--- src/rtl/mem_pkg.sv ---
// Shared memory-subsystem types: arbiter FSM state and response owner.
package mem_pkg;

  typedef enum logic {
    ARB_OPEN,
    ARB_LOCKED
  } arb_state_t;

  typedef enum logic [1:0] {
    OWN_NONE,
    OWN_M0,
    OWN_M1
  } owner_t;

endpackage : mem_pkg

--- src/rtl/sram_arbiter.sv ---
// Two-master arbiter for a single-port SRAM: m1 priority, m0 starvation guard,
// m1 lock for atomic sequences, 1-cycle response routing.
module sram_arbiter
  import mem_pkg::*;
#(
  parameter int unsigned LEN_ADDR     = 32,
  parameter int unsigned LEN_DATA     = 32,
  parameter int unsigned STARVE_LIMIT = 4
) (
  input  logic                  clk,
  input  logic                  rst_n,

  input  logic                  m0_req_valid,
  output logic                  m0_req_ready,
  input  logic [LEN_ADDR-1:0]   m0_addr,
  input  logic [LEN_DATA-1:0]   m0_wdata,
  input  logic [LEN_DATA/8-1:0] m0_wstrb,
  output logic                  m0_resp_valid,
  output logic [LEN_DATA-1:0]   m0_rdata,

  input  logic                  m1_req_valid,
  output logic                  m1_req_ready,
  input  logic [LEN_ADDR-1:0]   m1_addr,
  input  logic [LEN_DATA-1:0]   m1_wdata,
  input  logic [LEN_DATA/8-1:0] m1_wstrb,
  output logic                  m1_resp_valid,
  output logic [LEN_DATA-1:0]   m1_rdata,
  input  logic                  m1_lock,

  output logic                  sram_en,
  output logic [LEN_ADDR-1:0]   sram_addr,
  output logic [LEN_DATA-1:0]   sram_wdata,
  output logic [LEN_DATA/8-1:0] sram_wea,
  input  logic [LEN_DATA-1:0]   sram_rdata
);

  localparam int unsigned LEN_STRB  = LEN_DATA / 8;
  localparam int unsigned CNT_W     = (STARVE_LIMIT > 0) ? $clog2(STARVE_LIMIT + 1) : 1;
  localparam logic [CNT_W-1:0] CNT_MAX = CNT_W'(STARVE_LIMIT);
  localparam logic        GUARD_EN  = (STARVE_LIMIT > 0);

  arb_state_t       r_state;
  logic [CNT_W-1:0] r_starve_cnt;
  owner_t           r_owner;

  arb_state_t       w_state_d;
  logic [CNT_W-1:0] w_starve_cnt_d;
  owner_t           w_owner_d;
  logic             w_locked;
  logic             w_force0;
  logic             w_grant0;
  logic             w_grant1;

  // A LOCKED cycle with m1_lock low already arbitrates as OPEN.
  always_comb begin
    w_locked = (r_state == ARB_LOCKED) && m1_lock;
    w_force0 = GUARD_EN && !w_locked && m0_req_valid && (r_starve_cnt == CNT_MAX);
    w_grant0 = rst_n && (w_force0 || (!w_locked && m0_req_valid && !m1_req_valid));
    w_grant1 = rst_n && m1_req_valid && !w_force0;
  end

  always_comb begin
    w_state_d = ARB_OPEN;
    if (m1_lock && ((r_state == ARB_LOCKED) || w_grant1)) begin
      w_state_d = ARB_LOCKED;
    end

    w_starve_cnt_d = r_starve_cnt;
    if (!m0_req_valid || w_grant0) begin
      w_starve_cnt_d = '0;
    end else if (r_starve_cnt < CNT_MAX) begin
      w_starve_cnt_d = r_starve_cnt + 1'b1;
    end

    w_owner_d = OWN_NONE;
    if (w_grant1) begin
      w_owner_d = OWN_M1;
    end else if (w_grant0) begin
      w_owner_d = OWN_M0;
    end
  end

  always_ff @(posedge clk or negedge rst_n) begin
    if (!rst_n) begin
      r_state      <= ARB_OPEN;
      r_starve_cnt <= '0;
      r_owner      <= OWN_NONE;
    end else begin
      r_state      <= w_state_d;
      r_starve_cnt <= w_starve_cnt_d;
      r_owner      <= w_owner_d;
    end
  end

  always_comb begin
    m0_req_ready = w_grant0;
    m1_req_ready = w_grant1;
    sram_en      = w_grant0 | w_grant1;
    sram_addr    = w_grant1 ? m1_addr  : m0_addr;
    sram_wdata   = w_grant1 ? m1_wdata : m0_wdata;
    sram_wea     = LEN_STRB'(0);
    if (w_grant1) begin
      sram_wea = m1_wstrb;
    end else if (w_grant0) begin
      sram_wea = m0_wstrb;
    end
  end

  always_comb begin
    m0_resp_valid = (r_owner == OWN_M0);
    m1_resp_valid = (r_owner == OWN_M1);
    m0_rdata      = m0_resp_valid ? sram_rdata : '0;
    m1_rdata      = m1_resp_valid ? sram_rdata : '0;
  end

endmodule : sram_arbiter
--- config.mk ---
export PLATFORM = sky130hd
export DESIGN_NAME = sram_arbiter
export DESIGN_NICKNAME = d
export VERILOG_FILES = /design/src/rtl/mem_pkg.sv /design/src/rtl/sram_arbiter.sv
export SDC_FILE = /design/constraint.sdc
export NUM_CORES = 1
export LEC_CHECK = 0
export BUFFER_PORTS_ARGS = -buffer_cell sky130_fd_sc_hd__buf_2
export CORE_AREA = 10 10 111 113
export CTS_CLUSTER_DIAMETER = 80
export DETAILED_ROUTE_END_ITERATION = 12
export DIE_AREA = 0 0 121 123
export GPL_ROUTABILITY_DRIVEN = 1
export PLACE_DENSITY = 0.68
export SLEW_MARGIN = 10
export SYNTH_ARGS = -nofsm -noshare
export SYNTH_HDL_FRONTEND = slang
export SYNTH_SLANG_ARGS = --single-unit
export TNS_END_PERCENT = 5
--- constraint.sdc ---
create_clock -name clk -period 3.14 [get_ports clk]
set_clock_uncertainty 0.15 [all_clocks]
set_input_delay 0.314 -clock clk [delete_from_list [all_inputs] [get_ports clk]]
set_output_delay 0.314 -clock clk [all_outputs]
set_load 0.05 [all_outputs]
==> reports/results.tsv <==
metric	value	unit
RSZ-0062 raised after global routing	false	
Power Density	278	nW/um^2
initial core utilization	17.3	%
placed wire-length estimate	9850	um
Final Slew Violations	0	
post-CTS sizing	0	
Crit Path Class	in -> out	
CTS root buf	clkbuf_8	
DRT iter0 DRCs	74	
RR Endpoint	r_state$_DFF_PN0_	
Worst Tran Pin Value	346	ps
CTS tree	yes	
I/O pin count	310	
Ys Warns	0	
total track usage	12.1	%
count leader, synth	and2_1	
growth of design area from synthesis to finish	95.9	%
final setup vio count	0	
Max clock buf depth	2	
Crit path largest cell delay	530	ps
Hold Path Sink	r_starve_cnt[1]$_DFFE_PN0P_	
Seq/Total Area, Yosys	8.54	%
Distinct cells, synth	24	
MaxCap Viol Count	0	
number of global-route vias before repair	2609	
Crit path required time	2680	ps
CP endpoint kind	output port	
Clk Latency, worst-skew pair	220	ps
synthesized instance count	188	
via count	2473	
post-synth top area cell	mux2_4	
Yosys top cell area share	25.6	%
standard-cell rows	37	
DR DRC count	0	
Most common cell on crit path	buf_2	
CTS sink cnt	6	
Antenna Nets Post-Route	0	
RD Place Congestion	0.898	
final-layout fill cell count	1141	
Num CTS Buffers	3	
status	completed	
slowest CP cell	dlygate4sd3_1	
period utilization	91.8	%
largest net degree at the start of global routing	54	
syn avg cell area	9.35	um^2
final setup TNS	0	ps
top cells by area, synth	mux2_4, and2_1, mux2_2	
Final Hold Fails	0	
TritonRoute pass-1 iters	4	
gr ovfl total	0	
Post-synth top flop	dfrtp_1	
drt wl/cell	17.1	um
total core area	10100	um^2
EDFF count, synth	0	
relative slew slack	77.0	%
Die Footprint	14900	um^2
Hold Crit Depth	3	
H-tree depth	1	
initial antenna violation count	2	
worst hold start	m0_req_valid	
Async S/R FF share, synth	100	%
Seq cells post-synth	6	
r2r startpoint	r_starve_cnt[0]$_DFFE_PN0P_	
FMAX	347	MHz
Arr. time, crit path	2420	ps
critical path cell sequence	dlygate4sd3_1, buf_2, and2_2, o21ai_4, buf_12, mux2_2, buf_2	
Reg2Reg Setup Slack	1560	ps
Tightest Hold Check Type	in -> reg	
total routed wirelength	10800	um
syn_nets	363	
Place WS	722	ps
Reg clk slew, reported paths	30	ps
Final Non-Filler Cells	628	
Die X	121	um
total leakage power	2.15	nW
global-route wire length before repair	14500	um
Worst Setup Slack, final	258	ps
Die Ht	123	um
critical path peak fanout	53	
Syn Std Cell Area	1760	um^2
Worst R2R Path Depth	6	
drt via density	3.94	
fin crit period	2880	ps
startpoint type of the worst setup path	input pin	
VDD IR-drop max	0.000212	V
Post-synth top cells	and2_1, mux2_4, mux2_2, nand2_1, mux2_1	
IO Port Bufs	309	
nets	668	
Setup Fix Bufs, Post-CTS	0	
Hold Buf Count CTS	1	
layout cells sized above 1	76.6	%
Placed Cells	623	
-- state kept, by name, indices dropped and copies added (netlist names) --
name	count
r_owner	2
r_state	1
r_starve_cnt	3
-- final cells by class --
class                      instances  area, um^2  area share (%)
timing repair buffer             314        1600            46.4
multi-input combinational        163        1460            42.4
tap                              136         170            4.94
sequential                         6         150            4.36
clock buffer                       3        41.3            1.20
inverter                           5        18.8           0.545
antenna                            1        2.50          0.0727
-- cell families after synthesis --
kind of cell    count (synthesis)  share of synthesized area, %
flops                           6                          8.54
simple gates                   81                          27.2
compound gates                 14                          5.98
mux                            65                          48.0
buf+inv                        19                          8.33
fa+ha+maj                       2                          1.42
xor+xnor                        1                         0.498
-- report_power, final --
part           internal (mW)  switching (mW)  total, mW  leakage [nW]
logic                  0.251           0.504      0.755          2.05
clock network         0.0821          0.0308      0.113        0.0216
registers             0.0844         0.00526     0.0897        0.0793
total                  0.417           0.540      0.957          2.15
-- critical path, delay by kind of cell --
kind	cells	cell delay, ps
muxes	1	380
AOI/OAI and AO/OA	1	120
and+or+nand+nor	1	280
buffers and inverters	4	1300
-- cells in the final DEF, fill, tap and decap left out, types with 2 or more instances in the layout --
cell	synthesis	final
mux2_1	8	8
and2_1	66	66
ha_1	2	2
mux2_4	30	30
a21boi_0	2	2
o22ai_1	4	4
buf_2	0	309
nor2b_1	2	2
clkbuf_8	0	3
a21oi_1	4	4
nand2_1	11	11
inv_1	5	5
mux2_2	27	27
dfrtp_1	6	6
buf_4	2	3
-- stage by stage --
step / util [%] / instance area (um^2) / power, mW / hold WS [ps]
floorplan: - / 1760 / 0.635 / -132
global placement: 33.4 / 3390 / 0.845 / 52.5
detailed placement: 33.4 / 3390 / 0.850 / 55.6
CTS: 33.9 / 3440 / 0.970 / 188
global route: 33.9 / 3440 / 1.01 / 213
finish: 34.0 / 3440 / 0.957 / 192
-- routing by layer --
metal	wire length, um	vias to the layer above	part of all wire, %	track usage (%)
met5	0	-	0	0
met4	29	0	0.27	0.905
met3	1560	5	14	7.89
met2	5570	161	52	22.5
met1	3610	1068	34	11.3
li1	-	1239	-	-
-- worst max path at each step --
stage                                      startpoint             to  slack [ps]  cells past startpoint
final                                           rst_n   sram_addr[9]         260                      7
after global routing                            rst_n  sram_addr[10]         160                      7
after CTS                                       rst_n   sram_addr[9]         220                      7
after detailed placement  r_starve_cnt[0]$_DFFE_PN0P_   sram_addr[9]         720                      7
after global placement    r_starve_cnt[0]$_DFFE_PN0P_  sram_addr[31]         770                      7
after floorplan                     r_state$_DFF_PN0_        sram_en         920                      2
Note: power is estimated with default switching activity, not from simulation.
